===== src/rtl/bp_update_queue_if.sv =====
// Handshake and update bus between branch resolution, the update queue and the predictor.
// Latency: none, this is wiring only.
// Backpressure: in_ready from the queue; upd_allow from the predictor. BPQ_STATS_EN adds stat ports.
interface bp_update_queue_if #(
    parameter int BIT_WIDTH = 32,
    parameter int DEPTH     = 4
);
    localparam int CW = $clog2(DEPTH) + 1;

    logic                 in_valid;
    logic                 in_ready;
    logic [BIT_WIDTH-1:0] in_pc;
    logic                 in_taken;
    logic                 in_pred;
    logic                 upd_allow;
    logic                 update;
    logic [BIT_WIDTH-1:0] updatePc;
    logic                 reality;
    logic                 mispredict;
    logic [BIT_WIDTH-1:0] mispredict_pc;
    logic [CW-1:0]        count;
    logic                 full;
    logic                 empty;
`ifdef BPQ_STATS_EN
    logic [15:0]          stat_updates;
    logic [15:0]          stat_mispredicts;
`endif

    // Producer / predictor side.
    modport master (
        output in_valid, in_pc, in_taken, in_pred, upd_allow,
        input  in_ready, update, updatePc, reality, mispredict, mispredict_pc,
               count, full, empty
`ifdef BPQ_STATS_EN
        , input stat_updates, stat_mispredicts
`endif
    );

    // Queue side.
    modport slave (
        input  in_valid, in_pc, in_taken, in_pred, upd_allow,
        output in_ready, update, updatePc, reality, mispredict, mispredict_pc,
               count, full, empty
`ifdef BPQ_STATS_EN
        , output stat_updates, stat_mispredicts
`endif
    );
endinterface


===== src/rtl/bp_update_queue.sv =====
// Circular FIFO of resolved branches drained one per cycle into the predictor update port.
// Latency: push at edge N into an empty queue gives update high after edge N+1 (2 cycles).
// Backpressure: in_ready = !full from registers; pops only when upd_allow && !empty.
// Optional BPQ_STATS_EN: saturating 16-bit pop and mispredict counters.
module bp_update_queue #(
    parameter int BIT_WIDTH = 32,
    parameter int DEPTH     = 4
) (
    input logic          clk,
    input logic          reset,
    bp_update_queue_if.slave bq
);
    localparam int AW = $clog2(DEPTH);
    localparam int CW = AW + 1;
    localparam logic [CW-1:0] FULL_CNT = CW'(DEPTH);

    // Each entry is {pc, taken}.
    logic [BIT_WIDTH:0]   mem [DEPTH];
    logic [AW-1:0]        rd_ptr;
    logic [AW-1:0]        wr_ptr;
    logic [CW-1:0]        count_q;
    logic                 update_q;
    logic [BIT_WIDTH-1:0] upd_pc_q;
    logic                 reality_q;
    logic                 mis_q;
    logic [BIT_WIDTH-1:0] mis_pc_q;
    logic                 full_w;
    logic                 empty_w;
    logic                 push;
    logic                 pop;

    // Status depends on count only, so there is no path from in_valid/upd_allow.
    assign full_w  = (count_q == FULL_CNT);
    assign empty_w = (count_q == '0);
    assign push    = bq.in_valid && !full_w;
    assign pop     = bq.upd_allow && !empty_w;

    assign bq.in_ready      = !full_w;
    assign bq.full          = full_w;
    assign bq.empty         = empty_w;
    assign bq.count         = count_q;
    assign bq.update        = update_q;
    assign bq.updatePc      = upd_pc_q;
    assign bq.reality       = reality_q;
    assign bq.mispredict    = mis_q;
    assign bq.mispredict_pc = mis_pc_q;

    // Storage write; contents need no reset since count gates every read.
    always_ff @(posedge clk) begin
        if (push) begin
            mem[wr_ptr] <= {bq.in_pc, bq.in_taken};
        end
    end

    // Pointers, occupancy and the registered update/mispredict outputs.
    always_ff @(posedge clk) begin
        if (reset) begin
            rd_ptr    <= '0;
            wr_ptr    <= '0;
            count_q   <= '0;
            update_q  <= 1'b0;
            upd_pc_q  <= '0;
            reality_q <= 1'b0;
            mis_q     <= 1'b0;
            mis_pc_q  <= '0;
        end else begin
            if (push) begin
                wr_ptr <= wr_ptr + 1'b1;
            end
            if (pop) begin
                rd_ptr    <= rd_ptr + 1'b1;
                upd_pc_q  <= mem[rd_ptr][BIT_WIDTH:1];
                reality_q <= mem[rd_ptr][0];
            end
            update_q <= pop;
            if (push && !pop) begin
                count_q <= count_q + 1'b1;
            end else if (pop && !push) begin
                count_q <= count_q - 1'b1;
            end
            // Mispredict is judged on accepted pushes only.
            if (push && (bq.in_taken != bq.in_pred)) begin
                mis_q    <= 1'b1;
                mis_pc_q <= bq.in_pc;
            end else begin
                mis_q <= 1'b0;
            end
        end
    end

`ifdef BPQ_STATS_EN
    logic [15:0] stat_upd_q;
    logic [15:0] stat_mis_q;

    assign bq.stat_updates     = stat_upd_q;
    assign bq.stat_mispredicts = stat_mis_q;

    // Saturating event counters for pops and mispredict pulses.
    always_ff @(posedge clk) begin
        if (reset) begin
            stat_upd_q <= '0;
            stat_mis_q <= '0;
        end else begin
            if (pop && (stat_upd_q != 16'hFFFF)) begin
                stat_upd_q <= stat_upd_q + 16'd1;
            end
            if (push && (bq.in_taken != bq.in_pred) && (stat_mis_q != 16'hFFFF)) begin
                stat_mis_q <= stat_mis_q + 16'd1;
            end
        end
    end
`endif
endmodule


===== src/flat_wrapper.sv =====
// flat-port wrapper written by rule: the top's interface ports become plain ports
module bp_update_queue_flat 
#(
    parameter int BIT_WIDTH = 32,
    parameter int DEPTH     = 4
)
  (clk, reset, bq_in_valid, bq_in_pc, bq_in_taken, bq_in_pred, bq_upd_allow, bq_in_ready, bq_update, bq_updatePc, bq_reality, bq_mispredict, bq_mispredict_pc, bq_count, bq_full, bq_empty);
  bp_update_queue_if #(.BIT_WIDTH(BIT_WIDTH), .DEPTH(DEPTH)) bq_i ();
  input logic clk;
  input logic reset;
  input wire logic [$bits(bq_i.in_valid)-1:0] bq_in_valid;
  input wire logic [$bits(bq_i.in_pc)-1:0] bq_in_pc;
  input wire logic [$bits(bq_i.in_taken)-1:0] bq_in_taken;
  input wire logic [$bits(bq_i.in_pred)-1:0] bq_in_pred;
  input wire logic [$bits(bq_i.upd_allow)-1:0] bq_upd_allow;
  output wire logic [$bits(bq_i.in_ready)-1:0] bq_in_ready;
  output wire logic [$bits(bq_i.update)-1:0] bq_update;
  output wire logic [$bits(bq_i.updatePc)-1:0] bq_updatePc;
  output wire logic [$bits(bq_i.reality)-1:0] bq_reality;
  output wire logic [$bits(bq_i.mispredict)-1:0] bq_mispredict;
  output wire logic [$bits(bq_i.mispredict_pc)-1:0] bq_mispredict_pc;
  output wire logic [$bits(bq_i.count)-1:0] bq_count;
  output wire logic [$bits(bq_i.full)-1:0] bq_full;
  output wire logic [$bits(bq_i.empty)-1:0] bq_empty;
  assign bq_i.in_valid = bq_in_valid;
  assign bq_i.in_pc = bq_in_pc;
  assign bq_i.in_taken = bq_in_taken;
  assign bq_i.in_pred = bq_in_pred;
  assign bq_i.upd_allow = bq_upd_allow;
  assign bq_in_ready = bq_i.in_ready;
  assign bq_update = bq_i.update;
  assign bq_updatePc = bq_i.updatePc;
  assign bq_reality = bq_i.reality;
  assign bq_mispredict = bq_i.mispredict;
  assign bq_mispredict_pc = bq_i.mispredict_pc;
  assign bq_count = bq_i.count;
  assign bq_full = bq_i.full;
  assign bq_empty = bq_i.empty;
  bp_update_queue #(.BIT_WIDTH(BIT_WIDTH), .DEPTH(DEPTH)) u_core (.clk(clk), .reset(reset), .bq(bq_i));
endmodule

===== config.mk =====
export PLATFORM = sky130hd
export DESIGN_NAME = bp_update_queue_flat
export DESIGN_NICKNAME = d
export VERILOG_FILES = /design/src/rtl/bp_update_queue_if.sv /design/src/rtl/bp_update_queue.sv /design/src/flat_wrapper.sv
export SDC_FILE = /design/constraint.sdc
export NUM_CORES = 1
export LEC_CHECK = 0
export ABC_CLOCK_PERIOD_IN_PS = 4890
export BUFFER_PORTS_ARGS = -buffer_cell sky130_fd_sc_hd__buf_2
export CAP_MARGIN = 40
export CORE_MARGIN = 1.5
export CORE_UTILIZATION = 35
export CTS_CLUSTER_DIAMETER = 50
export DETAILED_ROUTE_END_ITERATION = 8
export SKIP_LAST_GASP = 1
export SLEW_MARGIN = 20
export SYNTH_ARGS = -nofsm -noshare
export SYNTH_HDL_FRONTEND = slang
export SYNTH_SLANG_ARGS = --single-unit

===== constraint.sdc =====
create_clock -name clk -period 4.89 [get_ports clk]
set_input_delay 0.2445 -clock clk [delete_from_list [all_inputs] [get_ports clk]]
set_output_delay 0.2445 -clock clk [all_outputs]
set_load 0.02 [all_outputs]

# Word-level counts from Yosys, hierarchy flattened
# Memory sizes are Yosys's and may differ from the RTL's. A register that Yosys moved wholly into a read port is not among the register bits.
# Cells that the tools add are included.
# totals
ram_bits	132
wordCells	29
ff_bits	41
n_memories	1
latch_bits	0
rom_bits	0
# op_classes
bitwise	0
n_reduce_logical	11
order_cmp	0
add_sub_neg	4
shift	0
n_eq_ne	2
n_div	0
muxes	5
mul	0
# memory_table
name	words	width	rd	rd_ports_with_merged_regs	wr	line_no	text
u_core.mem	4	33	1	1	1	bp_update_queue.sv:18	logic [BIT_WIDTH:0] mem [DEPTH];
# ops
cell	count
two-way mux 3 bit	2
logical AND 1 bit	5
adder 2 x 1 -> 2 bit, second input constant	2
logical NOT 1 bit	4
adder 3 x 1 -> 3 bit, second input constant	1
== test 3 bit, second input constant	1
logical NOT 3 bit	1
two-way mux 1 bit	3
subtractor 3 x 1 -> 3 bit, second input constant	1
nonzero test 2 bit	1
!= test 1 bit	1

# Depth between registers and ports, before layout
# logic_depth
word_depth	7
mapped_depth	10
depth_no_buf	9

# Worst setup path before layout
# Ideal clock, no wire load.
# synth_path
path_kind	register -> register
from	register u_core.count_q[0] (netlist: u_core.bq.count[0])
to	register u_core.count_q[2] (netlist: u_core.bq.count[2])
n_path_buf	1
stages_incl_launch_ff	11
path_slack_ps	2596
required_ps	4820
synth_period_minus_slack_ps	2294
setup_time_ps	70
t_arrival_ps	2224
path_cell_list	dfxtp_1 > or3b_1 > buf_4 > inv_4 > nor2_1 > ha_1 > inv_1 > fa_1 > xor2_1 > or3_1 > a21oi_1
# synth_via
elab_chain_len	6
word_cells_on_any_way	15
classes_between	2 x add/sub; 1 x eq/ne; 2 x mux; 10 x reduce/logical
# synth_rtl
item	line_no	text
from (decl)	bp_update_queue.sv:21	logic [CW-1:0] count_q;
from (signal assigned)	bp_update_queue.sv:77	count_q <= count_q + 1'b1;
from (signal assigned)	bp_update_queue.sv:79	count_q <= count_q - 1'b1;
== test 3 bit *	bp_update_queue.sv:33	assign full_w = (count_q == FULL_CNT);
logical NOT 1 bit *	-	
via bq_in_ready	flat_wrapper.sv:16	output wire logic [$bits(bq_i.in_ready)-1:0] bq_in_ready;
logical AND 1 bit *	bp_update_queue.sv:35	assign push = bq.in_valid && !full_w;
via u_core.push	bp_update_queue.sv:29	logic push;
logical NOT 1 bit	bp_update_queue.sv:78	end else if (pop && !push) begin
logical AND 1 bit	bp_update_queue.sv:78	
nonzero test 2 bit (no line)	-	
# The timed path passes the listed nets; every way through them passes the cells marked *. The select of a mux whose other input is x is not followed.
# A chain may end at the register's enable or synchronous reset.

# Worst setup path in the final report
# layout_path
from	register u_core.count_q[0] (netlist: u_core.bq.count[0])
to	register u_core.count_q[2] (netlist: u_core.bq.count[2])
# layout_via
elab_chain_len	6
word_cells_on_any_way	15
classes_between	2 x add/sub; 1 x eq/ne; 2 x mux; 10 x reduce/logical
# layout_rtl
item	line_no
== test 3 bit *	bp_update_queue.sv:33
logical NOT 1 bit *	bp_update_queue.sv:35
logical AND 1 bit *	bp_update_queue.sv:35
via u_core.push	bp_update_queue.sv:29
logical NOT 1 bit	bp_update_queue.sv:78
logical AND 1 bit	bp_update_queue.sv:78
nonzero test 2 bit (no line)	-
# Marks and branches as above.

==> results by group <==
Run status
  • Outcome: completed

STA
  • Final Hold Vio Count: 0
  • Final Cycle Share: 49.16%
  • RSZ-0062 raised after global routing: no
  • Actual slew at the worst max-slew pin: roughly 700 ps
  • Clock period minus worst slack: roughly 2400 ps
  • Clock skew: around 14 ps
  • TNS Setup: 0 ps
  • Final setup fails: 0
  • Max-slew headroom: a little over half
  • Max Freq: approximately 0.42 GHz
  • Max Slew Vio Count: 0

Min path
  • Worst Hold End: u_core.mem[2][0]$_DFFE_PP_
  • Hold_sp: bq_in_taken
  • Hold Path Depth: 1
  • Tightest Hold Check Type: in2reg

Place
  • GPL Wtd Cong: roughly 0.73
  • Post-detail-place hpwl: between 10 and 15 mm
  • Placed insts: a little over 800
  • I/O Buffers: between 100 and 150

Critical path
  • Critical path buffers and inverters: 2
  • CP peak stage delay: around 500 ps
  • Kind of start point of the critical path: register
  • Worst r2r dst: u_core.bq.count[2]$_SDFFE_PP0P_
  • Slowest-stage cell, CP: dfxtp_1
  • FF-to-FF path depth: 9
  • CP delay by family, top: simple AND/OR/NAND/NOR gates
  • CP cell instances: or3b_1, inv_4, nor2_1, ha_1, inv_1, fa_1, xor2_1, or3_1, a21oi_1
  • Critical path type: reg2reg
  • Arrival time worst endpoint: 2810 ps
  • R2r setup slk: 2490 ps
  • RR Startpoint: u_core.bq.count[0]$_SDFFE_PP0P_
  • Critical path capture point type: register
  • Crit path max fanout: 8
  • Critical Path RT: between 5000 and 6000 ps

Clock network
  • CTS tree: yes
  • Number of post-CTS setup repair buffers: 0
  • Clk sinks: between 200 and 250
  • TritonCTS Buffers: 23
  • Clock transition at path regs: ~50 ps
  • Clock Latency Late Sink: about 490 ps
  • CTS resizes: 0
  • CTS Buffer Depth: 3
  • H-tree depth: 1
  • CTS Root Cell: clkbuf_16
  • Hold buffer count at cts: 29

Floorplanning
  • Starting Density: a little over a third
  • Die Ht: about 150 um
  • I/O pin total: ~110
  • DIE AREA: around 0.023 sq mm
  • # rows: 53
  • Die X-Extent: between 150 and 200 um
  • Core Area: 0.02122 sq mm

Finish
  • N_diodes: 0
  • Layout area overhead: 26.48%
  • Fillers: 1886
  • Utilization after layout: 45.60%
  • Finished Layout Cells: about 880
  • Most frequent cells in the layout: edfxtp_1 (132), buf_2 (110), dfxtp_1 (72), nand2b_1 (64)
  • Commonest non-fill, non-tap cell in the layout: edfxtp_1
  • Layout cells sized above 1: 33.17%
  • Final #Nets: about 630

Synth
  • Cells after Synth: 438
  • Yosys warns: 0
  • Yosys reg bits: 206
  • Netlist cell types: 29
  • Synthesized area: between 0.007 and 0.008 sq mm
  • Syn_nets: approximately 480
  • Mean post-synth cell area: between 15 and 20 sq um
  • Seq/Total Area, Yosys: between 70 and 80%

Detailed routing
  • 1st-pass router iterations: 4
  • Residual DRC count: 0
  • Met3 wire len: about 960 um
  • Avg WL per Cell: roughly 18 um
  • Initial DRC count: about 200
  • Top Metal Used: met4
  • Via density: ~4.7
  • Antenna viol nets, final: 0
  • WL met2: 7.709 mm
  • Vias: just over 4000
  • Final WL: roughly 16 mm
  • Routed met1 length: 7.061 mm

Power and ir drop
  • Pleak: 3.605 nW
  • Pwr per Cell Area: approximately 500 mW/mm^2
  • Final Power: slightly below 5 mW
  • Worst ir drop on vdd: roughly 0.23 mV

Global routing
  • Total track usage: ~14%
  • Total gr overflow: 0
  • Initial antenna violation count: 0
  • Pin count of the biggest net entering global routing: 75
  • First-pass GRT wire length: 24.41 mm
  • Vias in the first global route: 4434

Job
  • Number of max-cap violations: 0
==> worst max path at each step <==
| stage | start | to | slack (ps) | cells after the start |
|---|---|---|---|---|
| floorplan | u_core.bq.count[0]$_SDFFE_PP0P_ | u_core.bq.count[2]$_SDFFE_PP0P_ | 2600 | 10 |
| global placement | u_core.bq.count[0]$_SDFFE_PP0P_ | u_core.bq.mispredict_pc[21]$_SDFFE_PP0P_ | 2560 | 5 |
| detailed placement | u_core.bq.count[0]$_SDFFE_PP0P_ | u_core.bq.mispredict_pc[20]$_SDFFE_PP0P_ | 2370 | 5 |
| CTS | u_core.bq.count[0]$_SDFFE_PP0P_ | u_core.bq.mispredict_pc[20]$_SDFFE_PP0P_ | 2340 | 5 |
| global route | u_core.bq.count[0]$_SDFFE_PP0P_ | u_core.bq.count[2]$_SDFFE_PP0P_ | 2330 | 9 |
| finish | u_core.bq.count[0]$_SDFFE_PP0P_ | u_core.bq.count[2]$_SDFFE_PP0P_ | 2490 | 9 |
==> cell type report <==
type / instances / area [sq um] / share of cell area, %
Inverter: 5 / 21.27 / 0.2198
Tap cell: 275 / 344.1 / 3.556
Clock inverter: 7 / 42.54 / 0.4396
Clock buffer: 34 / 688.2 / 7.111
Multi-Input combinational cell: 200 / 2067 / 21.36
Sequential cell: 206 / 5448 / 56.30
Timing Repair Buffer: 151 / 1066 / 11.02
==> power breakdown <==
part	switching (mW)	internal (mW)	total (mW)
clock network	0.645	0.973	1.62
registers	0.147	2.09	2.23
logic	0.547	0.490	1.04
total	1.34	3.55	4.89
==> kinds of logic (layout without fill, tap and decap cells) <==
kind of cell | count (synthesis) | in the layout | share of synthesized area (%)
compound gates | 41 | 41 | 4.448
xor+xnor | 5 | 5 | 0.5723
buf+inv | 32 | 197 | 2.077
simple gates | 82 | 82 | 6.623
flops | 206 | 206 | 71.17
mux | 66 | 66 | 14.03
fa+ha+maj | 6 | 6 | 1.079
==> synthesized netlist by cell type (all sizes together) <==
cell type  count  area (sq um)
clkbuf        15         56.30
nand2b        64         400.4
o21ai          3         15.01
xnor2          1         8.760
nor4           1         6.260
a21oi          3         15.01
nand3          2         10.01
buf           12         81.33
xor2           4         35.03
o311ai         1         8.760
mux2i         33         330.3
nor2           6         22.52
o31ai          1         12.51
mux4          33         743.2
or3            1         6.260
and3           4         25.02
nor2b          1         6.260
ha             5         62.56
a22o          33         289.0
fa             1         20.02
edfxtp       132          3964
dfxtp         74          1481
or3b           1         8.760
nor3           2         21.27
inv            5         21.27
==> worst reg2reg max path, delay by kind of cell, from the launching register on <==
kind                     cells  cell delay, ps
buffers and inverters        2             150
XOR/XNOR                     1             180
AO/OA/AOI/OAI                1             150
AND/OR/NAND/NOR              3             790
flip-flops                   1             500
adder cells (fa/ha/maj)      2             560
==> metal layers <==
layer	up-vias	track usage, %
met5	-	0
met4	0	4.806
met3	24	3.193
met2	103	22.90
met1	2061	18.96
li1	1963	-
==> sequential cells by signal, indices dropped and copies added (netlist names) <==
| register | count |
|---|---|
| u_core.bq.mispredict_pc | 32 |
| u_core.bq.updatePc | 32 |
| u_core.bq.update | 1 |
| u_core.bq.reality | 1 |
| u_core.rd_ptr | 2 |
| u_core.mem | 132 |
| u_core.bq.mispredict | 1 |
| u_core.bq.count | 3 |
| u_core.wr_ptr | 2 |
==> stage by stage <==
stage | instance area (sq um) | hold WS (ps) | worst slack, ps
floorplan | 7651 | 343.4 | 2596
global placement | 8453 | 455.6 | 2565
detailed placement | 8631 | 458.4 | 2367
CTS | 9652 | 0.7782 | 2337
global route | 9677 | 4.440 | 2328
finish | 9677 | 22.62 | 2486
Note: power is estimated with default switching activity, not from simulation.
